## src/rtl/unidade_desvio.sv

```systemverilog
// unidade_desvio: branch resolution unit of the Lapido core.
// Takes one branch request at a time, snapshots the z/c/s/o flags (stalling
// while a flag-writing ALU op is still in flight), evaluates the jump
// condition and either loads the PC with a pipeline flush or acknowledges a
// not-taken branch. jal additionally writes the link register.
//
// state  | meaning
// -------+-------------------------------------------------------------
// IDLE   | no branch in progress; accepts req when ack is low
// WAITF  | request latched, waiting for flags_pend to fall
// EVAL   | flags snapshot held, outcome registered for the ack cycle
// FLUSH  | taken branch, flush held for FLUSH_CYCLES cycles
module unidade_desvio #(
  parameter int ADDR_W       = 16,
  parameter int FLUSH_CYCLES = 2
) (
  input  logic              clk,
  input  logic              r,
  input  logic              req,
  input  logic [1:0]        op,
  input  logic [2:0]        sel,
  input  logic [ADDR_W-1:0] target,
  input  logic [ADDR_W-1:0] pc_next,
  input  logic [3:0]        flagsO,
  input  logic              flags_pend,
  output logic              ack,
  output logic              taken,
  output logic              pc_load,
  output logic [ADDR_W-1:0] pc_target,
  output logic              link_we,
  output logic [ADDR_W-1:0] link_data,
  output logic              flush,
  output logic              busy
);

  localparam int CNT_W = (FLUSH_CYCLES > 1) ? $clog2(FLUSH_CYCLES) : 1;
  localparam logic [CNT_W-1:0] CNT_LOAD = CNT_W'(FLUSH_CYCLES - 1);

  localparam logic [1:0] OP_J   = 2'b00;
  localparam logic [1:0] OP_JT  = 2'b01;
  localparam logic [1:0] OP_JF  = 2'b10;
  localparam logic [1:0] OP_JAL = 2'b11;

  typedef enum logic [1:0] {
    S_IDLE  = 2'd0,
    S_WAITF = 2'd1,
    S_EVAL  = 2'd2,
    S_FLUSH = 2'd3
  } state_t;

  state_t            state_q;
  logic [CNT_W-1:0]  cnt_q;
  logic [1:0]        op_q;
  logic [2:0]        sel_q;
  logic [ADDR_W-1:0] target_q;
  logic [ADDR_W-1:0] pc_next_q;
  logic [3:0]        flags_q;

  logic              ack_q;
  logic              taken_q;
  logic              pc_load_q;
  logic              link_we_q;
  logic [ADDR_W-1:0] pc_target_q;
  logic [ADDR_W-1:0] link_data_q;

  logic              cnd_d;
  logic              taken_d;

  // Condition and outcome from the flags snapshot and the latched request.
  always_comb begin
    cnd_d   = 1'b0;
    taken_d = 1'b0;
    unique case (sel_q)
      3'b000:  cnd_d = 1'b1;
      3'b001:  cnd_d = flags_q[2];
      3'b010:  cnd_d = flags_q[0];
      3'b011:  cnd_d = flags_q[1];
      3'b100:  cnd_d = flags_q[2] | flags_q[0];
      3'b101:  cnd_d = flags_q[3];
      default: cnd_d = 1'b0;
    endcase
    unique case (op_q)
      OP_J:    taken_d = 1'b1;
      OP_JT:   taken_d = cnd_d;
      OP_JF:   taken_d = ~cnd_d;
      OP_JAL:  taken_d = 1'b1;
      default: taken_d = 1'b0;
    endcase
  end

  // Sequencer with registered strobes; reset drops any in-flight request.
  always_ff @(posedge clk or posedge r) begin
    if (r) begin
      state_q     <= S_IDLE;
      cnt_q       <= '0;
      op_q        <= '0;
      sel_q       <= '0;
      target_q    <= '0;
      pc_next_q   <= '0;
      flags_q     <= '0;
      ack_q       <= 1'b0;
      taken_q     <= 1'b0;
      pc_load_q   <= 1'b0;
      link_we_q   <= 1'b0;
      pc_target_q <= '0;
      link_data_q <= '0;
    end else begin
      ack_q     <= 1'b0;
      taken_q   <= 1'b0;
      pc_load_q <= 1'b0;
      link_we_q <= 1'b0;
      unique case (state_q)
        S_IDLE: begin
          // ack_q high means this is the ack cycle of a not-taken branch.
          if (req && !ack_q) begin
            op_q      <= op;
            sel_q     <= sel;
            target_q  <= target;
            pc_next_q <= pc_next;
            if (!flags_pend) begin
              flags_q <= flagsO;
              state_q <= S_EVAL;
            end else begin
              state_q <= S_WAITF;
            end
          end
        end
        S_WAITF: begin
          if (!flags_pend) begin
            flags_q <= flagsO;
            state_q <= S_EVAL;
          end
        end
        S_EVAL: begin
          ack_q   <= 1'b1;
          taken_q <= taken_d;
          if (op_q == OP_JAL) begin
            link_we_q   <= 1'b1;
            link_data_q <= pc_next_q;
          end
          if (taken_d) begin
            pc_load_q   <= 1'b1;
            pc_target_q <= target_q;
            cnt_q       <= CNT_LOAD;
            state_q     <= S_FLUSH;
          end else begin
            state_q <= S_IDLE;
          end
        end
        S_FLUSH: begin
          if (cnt_q == '0) begin
            state_q <= S_IDLE;
          end else begin
            cnt_q <= cnt_q - 1'b1;
          end
        end
        default: state_q <= S_IDLE;
      endcase
    end
  end

  assign ack       = ack_q;
  assign taken     = taken_q;
  assign pc_load   = pc_load_q;
  assign link_we   = link_we_q;
  assign pc_target = pc_target_q;
  assign link_data = link_data_q;
  assign flush     = (state_q == S_FLUSH);
  assign busy      = (state_q != S_IDLE);

endmodule

```

## config.mk

```make
export PLATFORM = sky130hd
export DESIGN_NAME = unidade_desvio
export DESIGN_NICKNAME = d
export VERILOG_FILES = /design/src/rtl/unidade_desvio.sv
export SDC_FILE = /design/constraint.sdc
export NUM_CORES = 1
export LEC_CHECK = 0
export ABC_AREA = 1
export BUFFER_PORTS_ARGS = -buffer_cell sky130_fd_sc_hd__buf_2
export CAP_MARGIN = 20
export CORE_MARGIN = 2
export CORE_UTILIZATION = 35
export CTS_CLUSTER_DIAMETER = 30
export DETAILED_ROUTE_END_ITERATION = 12
export PLACE_DENSITY = 0.69
export SETUP_SLACK_MARGIN = 0.02
export SYNTH_ARGS = -nofsm -noshare
export SYNTH_HDL_FRONTEND = slang
export SYNTH_SLANG_ARGS = --single-unit
export TNS_END_PERCENT = 10
```

## constraint.sdc

```tcl
create_clock -name clk -period 3.65 [get_ports clk]
set_clock_uncertainty 0.1 [all_clocks]
set_input_delay 0.365 -clock clk [delete_from_list [all_inputs] [get_ports clk]]
set_output_delay 0.365 -clock clk [all_outputs]
set_load 0.02 [all_outputs]
```

==> out/results.txt <==
first-pass iteration count of the detailed router -> 4
die span in x -> 99.3 um
Syn Nets -> 339
setup_tns -> 0 ns
core area -> 0.00876 mm^2
most frequent cells in the layout -> 89 x nand2_1, 82 x buf_2, 79 x dfrtp_1
share of power burned in registers -> 42.8%
Max clock buf depth -> 2
CTS root buffer -> clkbuf_8
RSZ-0062 raised after global routing -> no
mean area per synthesized cell -> 10.9 um^2
Slew @ Worst Pin -> 0.935 ns
Rows -> 34
# resized after CTS -> 0
Vias -> 2,225
# DRC -> 0
gpl congestion -> 0.716
pin count of the biggest net entering global routing -> 62
Hold Crit Class -> primary input to flip-flop
worst slack at placement -> 1.64 ns
Netlist Area Pre-Place -> 0.00318 mm^2
DP Wirelength -> 4360 um
CTS tree -> built
Yosys reg bits -> 79
Sink Count -> 79
H-tree levels -> 3
Max Cap Viol -> 0
vias per cell -> 4.55
Setup crit start kind -> flip-flop
Multi-input gate area -> 0.00106 mm^2
die height -> 99.3 um
peak supply drop -> 0.000368 V
synth unique cells -> 26
total wire length -> 6350 um
total global-route track usage -> 13.6%
insertion delay to the later sink of the worst-skew pair -> 0.35 ns
Achievable Freq -> 506 MHz
Worst-path clk slew -> 0.10 ns
Slew Viols, Final -> 0
final setup fails -> 0
Detail Route Antenna Nets -> 0
area delta synth->final -> 21.5%
most common cell after layout, fill and taps aside -> nand2_1
Initial Utilization -> 36.3%
Worst Path Arrival -> 2.10 ns
Die Area -> 0.00987 mm^2
storage element area -> 0.00198 mm^2
sw power -> 1470 uW
clock power share -> 16.4%
pwr dens -> 928 mW/mm^2
Pleak -> 0.00206 uW
combinational power share -> 40.7%
sequential share of the synthesized area -> 62.1%
CP Capture Type -> flip-flop
Ports -> 83
setup ws final -> 1.67 ns
layout cells sized above 1 -> 38.8%
fin cells -> 489
Congestion Overflow GR -> 0
CP required -> 3.78 ns
min cycle time layout -> 1.98 ns
Post-Syn Instances -> 291
synth warn -> 0
hold violation count in the final report -> 0
fill count -> 846
CTS Buf Count -> 9
Wirelength per Cell -> 13.0 um
final layout net count -> 424
Pint -> 2120 uW
vias in the first global route -> 2,152
n_diodes -> 0
Sw Ratio -> 41.1%
DRT iter0 DRCs -> 67
status -> finished, final reports clean
first-pass GRT wire length -> 10,600 um
kind of critical path -> flip-flop to flip-flop
Crit Path Max Fanout -> 42
Port Buf Inserts -> 82
initial antenna violation count -> 0
Slew HR -> 37.5%
final period utilization -> 54.1%
placed insts -> 471
## area by class of cell
class                   count  area share [%]
clock buffers               9            3.20
clock inverters             7            1.42
inverters                  19            1.88
multi-input cells         182            27.3
flip-flops and latches     79            51.1
well taps                 108            3.49
repair buffers             85            11.6
## kinds of logic (layout without fill, tap and decap cells)
| group | Yosys count | count (layout) | share of synthesized area, % |
|---|---|---|---|
| flip-flops | 79 | 79 | 62.1 |
| adder cells (fa/ha/maj) | 3 | 3 | 1.18 |
| AO/OA/AOI/OAI | 16 | 16 | 3.30 |
| AND/OR/NAND/NOR | 130 | 130 | 17.0 |
| multiplexers | 33 | 33 | 11.7 |
| buffers and inverters | 30 | 120 | 4.68 |
## per-stage QoR
step	total power, uW	hold WS, ns	util, %	cell area [um^2]
after CTS	3640	0.124	43.8	3840
after global placement	2990	0.348	41.7	3660
after detailed placement	3040	0.354	41.7	3660
after global routing	3880	0.121	44.1	3870
final	3590	0.137	44.1	3870
after floorplan	2650	0.336	-	3180
## metal layers
layer	up-vias	wire [um]	GRT usage [%]	share of wire [%]
met1	1052	2920	17.0	46
li1	1099	-	-	-
met4	0	56	5.06	0.88
met5	-	0	0	0
met2	67	3080	23.1	48
met3	7	298	3.16	4.7
## final timing paths
kind | slack (ns) | to | depth (start not counted) | startpoint
max reg2reg | 1.67 | target_q[0] | 3 | state_q[0]
min reg2reg | 0.37 | pc_target[4] | 2 | pc_target[4]
max in group asynchronous | 2.40 | sel_q[1] | 4 | r
min | 0.14 | target_q[6] | 2 | target[6]
max | 1.67 | target_q[0] | 3 | state_q[0]
min in group asynchronous | 0.43 | pc_target[12] | 3 | r
## critical path, stage by stage (launching register included)
cell,delay (ns)
dfrtp_1,0.44
nor2_2,0.24
nand2_2,0.57
mux2_2,0.49
## power groups by stage
stage               logic [uW]  registers [uW]  clock network [uW]
floorplan                  937            1710                   0
global placement          1440            1550                   0
detailed placement        1480            1560                   0
CTS                       1490            1540                 609
global route              1640            1590                 650
finish                    1460            1540                 590
## cell usage after synthesis
cell type,n,area [um^2]
nand3_1,18,90.1
a21oi_1,9,45.0
nand2_2,5,31.3
nand2_4,1,11.3
inv_2,3,11.3
clkinv_1,1,3.75
clkbuf_1,1,3.75
mux2_2,32,360
inv_1,15,56.3
buf_2,5,25.0
a21oi_2,2,17.5
buf_6,3,33.8
nor3_1,1,5.00
a21oi_4,1,16.3
o211ai_1,1,7.51
o21ai_0,1,5.00
nor2_1,14,52.6
dfrtp_1,79,1980
nand2_1,89,334
nor2_4,1,11.3
o21ai_1,1,5.00
nor2_2,1,6.26
ha_1,3,37.5
buf_4,2,15.0
o21ai_2,1,8.76
mux2_1,1,11.3
## registers in the layout, summed over array words and instances, names as in the netlist
register	count
link_data	16
cnt_q	1
flags_q	4
state_q	2
pc_next_q	16
sel_q	3
link_we	1
op_q	2
target_q	16
pc_load	1
pc_target	16
ack	1
## what timing repair did
item | 4_1_cts | 5_1_grt
endpoints found under the hold margin | 0 | 21
buffers inserted | 0 | 0
hold buffers | 0 | 1
(Power assumes the default switching activity.)
